## config.mk

```make
export PLATFORM = sky130hd
export DESIGN_NAME = cam_stream_receiver
export DESIGN_NICKNAME = d
export VERILOG_FILES = /design/src/rtl/cam_stream_pkg.sv /design/src/rtl/cam_rx_fifo.sv /design/src/rtl/cam_stream_receiver.sv
export SDC_FILE = /design/constraint.sdc
export NUM_CORES = 1
export LEC_CHECK = 0
export ABC_AREA = 1
export ABC_CLOCK_PERIOD_IN_PS = 5830
export BUFFER_PORTS_ARGS = -buffer_cell sky130_fd_sc_hd__buf_2
export CORE_ASPECT_RATIO = 1.5
export CORE_MARGIN = 8
export CORE_UTILIZATION = 35
export CTS_CLUSTER_SIZE = 28
export DETAILED_ROUTE_END_ITERATION = 10
export GPL_TIMING_DRIVEN = 0
export PLACE_DENSITY = 0.49
export SYNTH_ARGS = -nofsm -noshare
export SYNTH_HDL_FRONTEND = slang
export SYNTH_SLANG_ARGS = --single-unit
export TNS_END_PERCENT = 100
```

## constraint.sdc

```tcl
create_clock -name clk_i -period 5.83 [get_ports clk_i]
set_input_delay 0.583 -clock clk_i [delete_from_list [all_inputs] [get_ports clk_i]]
set_output_delay 0.583 -clock clk_i [all_outputs]
set_load 0.05 [all_outputs]
```

## src/rtl/cam_stream_pkg.sv

```systemverilog
// Shared definitions for the 4-bit camera-port packet stream (serializer and receiver).
package cam_stream_pkg;

    localparam int NIBBLES_PER_PKT = 8;

    localparam int FLAG_RW_N     = 7;
    localparam int FLAG_M2SEL_N  = 6;
    localparam int FLAG_M2B0     = 5;
    localparam int FLAG_SW_GS    = 4;
    localparam int FLAG_RESET    = 0;

    localparam logic [7:0] HEARTBEAT_FLAGS = 8'hAA;

    typedef struct packed {
        logic [15:0] addr;
        logic [7:0]  data;
        logic [7:0]  flags;
    } cam_pkt_t;

    typedef struct packed {
        cam_pkt_t pkt;
        logic     is_reset;
        logic     is_heartbeat;
    } cam_entry_t;

    localparam int ENTRY_W = $bits(cam_entry_t);

endpackage

```

## src/rtl/cam_rx_fifo.sv

```systemverilog
// Synchronous FIFO; a pop in the same cycle frees the slot for a push into a full buffer.
module cam_rx_fifo #(
    parameter int DATA_W = 34,
    parameter int DEPTH  = 4
) (
    input  logic              clk_i,
    input  logic              rst_n,
    input  logic              push,
    input  logic [DATA_W-1:0] push_data,
    input  logic              pop,
    output logic [DATA_W-1:0] pop_data,
    output logic              full,
    output logic              empty,
    output logic              push_ok
);

    localparam int AW = (DEPTH > 1) ? $clog2(DEPTH) : 1;
    localparam logic [AW:0] FULL_CNT = (AW+1)'(DEPTH);

    logic [DATA_W-1:0] mem [DEPTH];
    logic [AW-1:0]     wr_ptr;
    logic [AW-1:0]     rd_ptr;
    logic [AW:0]       count;
    logic              do_pop;
    logic              do_push;

    assign full     = (count == FULL_CNT);
    assign empty    = (count == '0);
    assign do_pop   = pop & ~empty;
    assign do_push  = push & (~full | do_pop);
    assign push_ok  = do_push;
    assign pop_data = mem[rd_ptr];

    always_ff @(posedge clk_i) begin
        if (do_push) begin
            mem[wr_ptr] <= push_data;
        end
    end

    always_ff @(posedge clk_i or negedge rst_n) begin
        if (!rst_n) begin
            wr_ptr <= '0;
            rd_ptr <= '0;
            count  <= '0;
        end else begin
            if (do_push) begin
                wr_ptr <= wr_ptr + 1'b1;
            end
            if (do_pop) begin
                rd_ptr <= rd_ptr + 1'b1;
            end
            case ({do_push, do_pop})
                2'b10:   count <= count + 1'b1;
                2'b01:   count <= count - 1'b1;
                default: count <= count;
            endcase
        end
    end

endmodule

```

## src/rtl/cam_stream_receiver.sv

```systemverilog
// Recovers 32-bit packets from the oversampled camera-port nibble stream, classifies
// them and buffers them behind a valid/ready handshake with framing/drop/heartbeat stats.
module cam_stream_receiver
    import cam_stream_pkg::*;
#(
    parameter int          FIFO_DEPTH = 4,
    parameter logic [15:0] HB_ADDR    = 16'hC0FF
) (
    input  logic        clk_i,
    input  logic        rst_n,
    input  logic        cam_pclk,
    input  logic        cam_sync,
    input  logic [3:0]  cam_data,
    output logic        pkt_valid,
    input  logic        pkt_ready,
    output logic [15:0] pkt_addr,
    output logic [7:0]  pkt_data,
    output logic [7:0]  pkt_flags,
    output logic        pkt_is_reset,
    output logic        pkt_is_heartbeat,
    output logic [15:0] rx_count,
    output logic [15:0] frame_err_count,
    output logic [15:0] drop_count,
    output logic        hb_seq_err
);

    localparam logic [0:0] ST_IDLE = 1'b0;
    localparam logic [0:0] ST_RECV = 1'b1;

    function automatic logic [15:0] sat_inc(input logic [15:0] v);
        return (v == 16'hFFFF) ? v : v + 16'd1;
    endfunction

    logic       pclk_meta, pclk_sync, pclk_dly;
    logic       sync_meta, sync_sync;
    logic [3:0] data_meta, data_sync;
    logic       beat_stb;
    logic       sync_s;
    logic [3:0] data_s;

    logic [0:0]  state;
    logic [2:0]  nib_cnt;
    logic [31:0] shreg;
    logic        last_beat;
    logic        push_p1;
    logic [31:0] word_p1;
    cam_entry_t  entry_p1;
    cam_entry_t  head;

    logic fifo_full, fifo_empty, fifo_push_ok, fifo_pop;

    logic [7:0] hb_exp;
    logic       hb_exp_vld;

    // Stage p0: two-flop synchronizers, third pclk flop for edge detect, beat-aligned sample
    always_ff @(posedge clk_i or negedge rst_n) begin
        if (!rst_n) begin
            pclk_meta <= 1'b0;
            pclk_sync <= 1'b0;
            pclk_dly  <= 1'b0;
            sync_meta <= 1'b0;
            sync_sync <= 1'b0;
            data_meta <= '0;
            data_sync <= '0;
            beat_stb  <= 1'b0;
            sync_s    <= 1'b0;
            data_s    <= '0;
        end else begin
            pclk_meta <= cam_pclk;
            pclk_sync <= pclk_meta;
            pclk_dly  <= pclk_sync;
            sync_meta <= cam_sync;
            sync_sync <= sync_meta;
            data_meta <= cam_data;
            data_sync <= data_meta;
            beat_stb  <= pclk_sync & ~pclk_dly;
            sync_s    <= sync_sync;
            data_s    <= data_sync;
        end
    end

    assign last_beat = (state == ST_RECV) && sync_s && beat_stb &&
                       (nib_cnt == 3'(NIBBLES_PER_PKT - 1));

    // Stage p1: nibble assembly FSM
    always_ff @(posedge clk_i or negedge rst_n) begin
        if (!rst_n) begin
            state           <= ST_IDLE;
            nib_cnt         <= '0;
            shreg           <= '0;
            push_p1         <= 1'b0;
            frame_err_count <= '0;
        end else begin
            push_p1 <= 1'b0;
            case (state)
                ST_IDLE: begin
                    if (beat_stb && sync_s) begin
                        shreg   <= {shreg[27:0], data_s};
                        nib_cnt <= 3'd1;
                        state   <= ST_RECV;
                    end
                end
                default: begin
                    if (!sync_s) begin
                        frame_err_count <= sat_inc(frame_err_count);
                        nib_cnt         <= '0;
                        shreg           <= '0;
                        state           <= ST_IDLE;
                    end else if (beat_stb) begin
                        shreg <= {shreg[27:0], data_s};
                        if (last_beat) begin
                            nib_cnt <= '0;
                            push_p1 <= 1'b1;
                            state   <= ST_IDLE;
                        end else begin
                            nib_cnt <= nib_cnt + 3'd1;
                        end
                    end
                end
            endcase
        end
    end

    always_ff @(posedge clk_i) begin
        if (last_beat) begin
            word_p1 <= {shreg[27:0], data_s};
        end
    end

    always_comb begin
        entry_p1              = '0;
        entry_p1.pkt          = word_p1;
        entry_p1.is_reset     = word_p1[FLAG_RESET];
        entry_p1.is_heartbeat = (word_p1[31:16] == HB_ADDR) && (word_p1[7:0] == HEARTBEAT_FLAGS);
    end

    assign fifo_pop = pkt_valid & pkt_ready;

    cam_rx_fifo #(
        .DATA_W (ENTRY_W),
        .DEPTH  (FIFO_DEPTH)
    ) u_fifo (
        .clk_i     (clk_i),
        .rst_n     (rst_n),
        .push      (push_p1),
        .push_data (entry_p1),
        .pop       (fifo_pop),
        .pop_data  (head),
        .full      (fifo_full),
        .empty     (fifo_empty),
        .push_ok   (fifo_push_ok)
    );

    // Stage p2: statistics and heartbeat continuity, evaluated as each packet completes
    always_ff @(posedge clk_i or negedge rst_n) begin
        if (!rst_n) begin
            rx_count   <= '0;
            drop_count <= '0;
            hb_seq_err <= 1'b0;
            hb_exp     <= '0;
            hb_exp_vld <= 1'b0;
        end else begin
            hb_seq_err <= 1'b0;
            if (fifo_push_ok) begin
                rx_count <= sat_inc(rx_count);
            end
            if (push_p1 && fifo_full && !fifo_pop) begin
                drop_count <= sat_inc(drop_count);
            end
            if (push_p1) begin
                if (entry_p1.is_reset) begin
                    hb_exp_vld <= 1'b0;
                end else if (entry_p1.is_heartbeat) begin
                    hb_seq_err <= hb_exp_vld && (entry_p1.pkt.data != hb_exp);
                    hb_exp     <= entry_p1.pkt.data + 8'd1;
                    hb_exp_vld <= 1'b1;
                end
            end
        end
    end

    assign pkt_valid        = ~fifo_empty;
    assign pkt_addr         = pkt_valid ? head.pkt.addr  : '0;
    assign pkt_data         = pkt_valid ? head.pkt.data  : '0;
    assign pkt_flags        = pkt_valid ? head.pkt.flags : '0;
    assign pkt_is_reset     = pkt_valid & head.is_reset;
    assign pkt_is_heartbeat = pkt_valid & head.is_heartbeat;

endmodule

```

==> flow_summary.json <==
{
  "most-common-layout-cells": "nand2_1, nor2_1, edfxtp_1",
  "antenna_cells": 0,
  "synth_nets": 1191,
  "synthXorXnorAreaFrac_pct": 3.28,
  "clk_pin_slew_ps": 60,
  "reg2reg_to": "u_fifo.count[2]",
  "gp_congestion": 0.804,
  "synth_top_cell_area_share_pct": 41.0,
  "synthAdderAreaFrac_pct": 1.31,
  "r2r_start": "u_fifo.count[0]",
  "worst_pin_slew_ps": 909,
  "preCtsSetupSlack_ps": 2990,
  "grt_pass1_wl_mm": 46.7,
  "p_clk_share_pct": 30.0,
  "mostFrequentLayoutCell": "nand2_1",
  "core_area_um2": 34100,
  "vias": 8212,
  "fin_nets": 1319,
  "synthSimpleGateAreaFrac_pct": 18.9,
  "antenna_found_initial": 0,
  "die_area_um2": 40700,
  "p_seq_share_pct": 37.7,
  "maxCapViolCount": 0,
  "numCtsBuffers": 28,
  "drive_above_1_share_pct": 14.2,
  "worstRegToRegCells": 10,
  "fin_skew_ps": 9.84,
  "synth_area_leaders": "edfxtp_1, dfrtp_1, nand2_1, nor2_1, o21ai_0",
  "grt_overflow": 0,
  "ys_async_sr_fraction_pct": 41.6,
  "grt_use_total_pct": 14.3,
  "synth_edf_count": 164,
  "die_width_um": 167,
  "totalWireLength_mm": 28.9,
  "setup_tns_ps": 0,
  "rsz0062_at_grt": "false",
  "fin_cells": 1745,
  "synth_compound_area_share_pct": 6.77,
  "die_y_um": 243,
  "p_switching_mw": 2.27,
  "areaGrowthSynthToFinish_pct": 17.1,
  "cts_tree": "yes",
  "worstSkewPairLatency_ps": 550,
  "seq_area_frac_synth_pct": 65.3,
  "path_max_fanout": 10,
  "drv_slew": 0,
  "synth_top_family_by_area": "simple AND/OR/NAND/NOR gates",
  "synthFlopType": "edfxtp_1",
  "ir_drop_mv": 0.274,
  "multiInputGateArea_um2": 3670,
  "numClockSinks": 281,
  "leakagePower_nw": 5.84,
  "vias_per_cell": 4.71,
  "cts_buffer_depth": 3,
  "grt_pass1_vias": 8459,
  "placement_rows": 83,
  "reg2reg_slack_ps": 3470,
  "crit_end": "pkt_flags[0]",
  "hold_viol_final": 0,
  "htree_levels": 1,
  "slew_headroom_pct": 39.2,
  "synth_cell_types": 35,
  "crit_type": "flop to primary output",
  "syn_inst": 1170,
  "dp.cells": 1692,
  "grt_max_degree": 92,
  "fin_ws_ps": 2460,
  "hpwl_mm": 20.3,
  "ant_nets": 0,
  "setup_violations": 0,
  "status": "finished, final reports clean",
  "required_ps": 5250,
  "end_kind": "primary output",
  "fill_cells": 3386,
  "hold_path_class": "input pin to flop",
  "ios": 93,
  "avgRoutedWirePerCell_um": 16.5,
  "p_int_mw": 3.57,
  "drt-pass1-iter-count": 4,
  "drc": 0,
  "period_needed_ps": 3370,
  "regArea_um2": 7850,
  "start_util_pct": 35.3,
  "yosysWarnings": 0,
  "muxShareOfSynthArea_pct": 0,
  "ys_ff_latch": 281,
  "max_freq_mhz": 297,
  "final_core_util_pct": 41.3,
  "start_kind": "flop",
  "swShare_pct": 38.9,
  "timing.final.crit_share_pct": 57.8,
  "combPwrFrac_pct": 32.3,
  "synth.largest_area_cell": "edfxtp_1",
  "synth_area_um2": 12000,
  "port-buffer-count": 92,
  "syn-mean-instance-area_um2": 10.3,
  "p_per_area_nw_per_um2": 415,
  "crit_start": "u_fifo.rd_ptr[0]",
  "critPathArrivalTime_ps": 2790,
  "p_total_mw": 5.84,
  "cts-root-buf": "clkbuf_16",
  "initialDrtViolationCount": 325
}
[through the flow]
step           cell area (um^2)  hold WS, ps
2_1_floorplan             12000          287
3_3_place_gp              13000          335
3_5_place_dp              13200          335
4_1_cts                   14100         99.7
5_1_grt                   14100          107
6_report                  14100          135
[final cells by class]
| cell class | count | area share, % |
|---|---|---|
| Sequential cell | 281 | 55.8 |
| Multi-Input combinational cell | 761 | 26.1 |
| Clock buffer | 35 | 5.46 |
| Timing Repair Buffer | 98 | 4.20 |
| Tap cell | 425 | 3.78 |
| Inverter | 91 | 2.43 |
| Buffer | 37 | 1.35 |
| Clock inverter | 17 | 0.915 |
[sequential cells by signal (all words and copies together) (netlist names), 2 cells and up]
name	flops
data_meta	4
data_s	4
data_sync	4
drop_count	16
frame_err_count	16
hb_exp	8
nib_cnt	3
rx_count	16
shreg	28
u_fifo.count	3
u_fifo.mem	132
u_fifo.rd_ptr	2
u_fifo.wr_ptr	2
word_p1	32
[power groups by stage]
stage                     Clock, mW  Combinational [mW]  Sequential [mW]
after floorplan                   0                1.35             2.27
after global placement            0                1.92             2.24
after detailed placement          0                1.93             2.24
after CTS                      1.81                1.94             2.20
after global routing           1.88                2.06             2.21
final                          1.75                1.89             2.20
[critical path: stages, from the launching register on]
cell      delay, ps
dfrtp_1         360
clkbuf_1        140
inv_1           120
buf_2           240
clkbuf_1        510
o21ai_0         180
a21oi_1         280
buf_4           160
buf_2           250
[synth_stat cells (15+ instances only)]
| cell type | n |
|---|---|
| nand2_1 | 257 |
| nor2_1 | 220 |
| edfxtp_1 | 164 |
| dfrtp_1 | 117 |
| inv_1 | 87 |
| o21ai_0 | 86 |
| nand3_1 | 51 |
| a21oi_1 | 36 |
| xnor2_1 | 29 |
| o22ai_1 | 20 |
| xor2_1 | 16 |
| clkbuf_1 | 15 |
[layer usage]
layer  share of wire [%]  global-route usage [%]  up-vias  routed length (um)
met5                   0                       0        -                   0
met4                 2.3                    4.45        0                 665
met3                 4.2                    2.37       41                1200
met2                  54                    27.6      141               15700
met1                  39                    15.6     3918               11300
li1                    -                       -     4112                   -
[worst min-delay path by stage]
stage	from	end	slack, ps	cells after the start
detailed placement	data_sync[2]	data_s[2]	330	0
finish	cam_pclk	pclk_meta	140	1
global route	cam_pclk	pclk_meta	110	1
CTS	cam_sync	sync_meta	100	1
global placement	data_sync[2]	data_s[2]	340	0
floorplan	rst_n	beat_stb	290	0
[kinds of logic after synthesis]
kind of cell / count (synthesis)
simple gates: 556
flops: 281
compound gates: 148
buf+inv: 128
xor+xnor: 45
fa+ha+maj: 12
[what timing repair did]
item / 4_1_cts / 5_1_grt
hold buffers: 1 / 0
hold endpoints to repair: 26 / 0
buffers inserted: 0 / 0
gates resized for setup: 0 / 0
(Power assumes the default switching activity.)
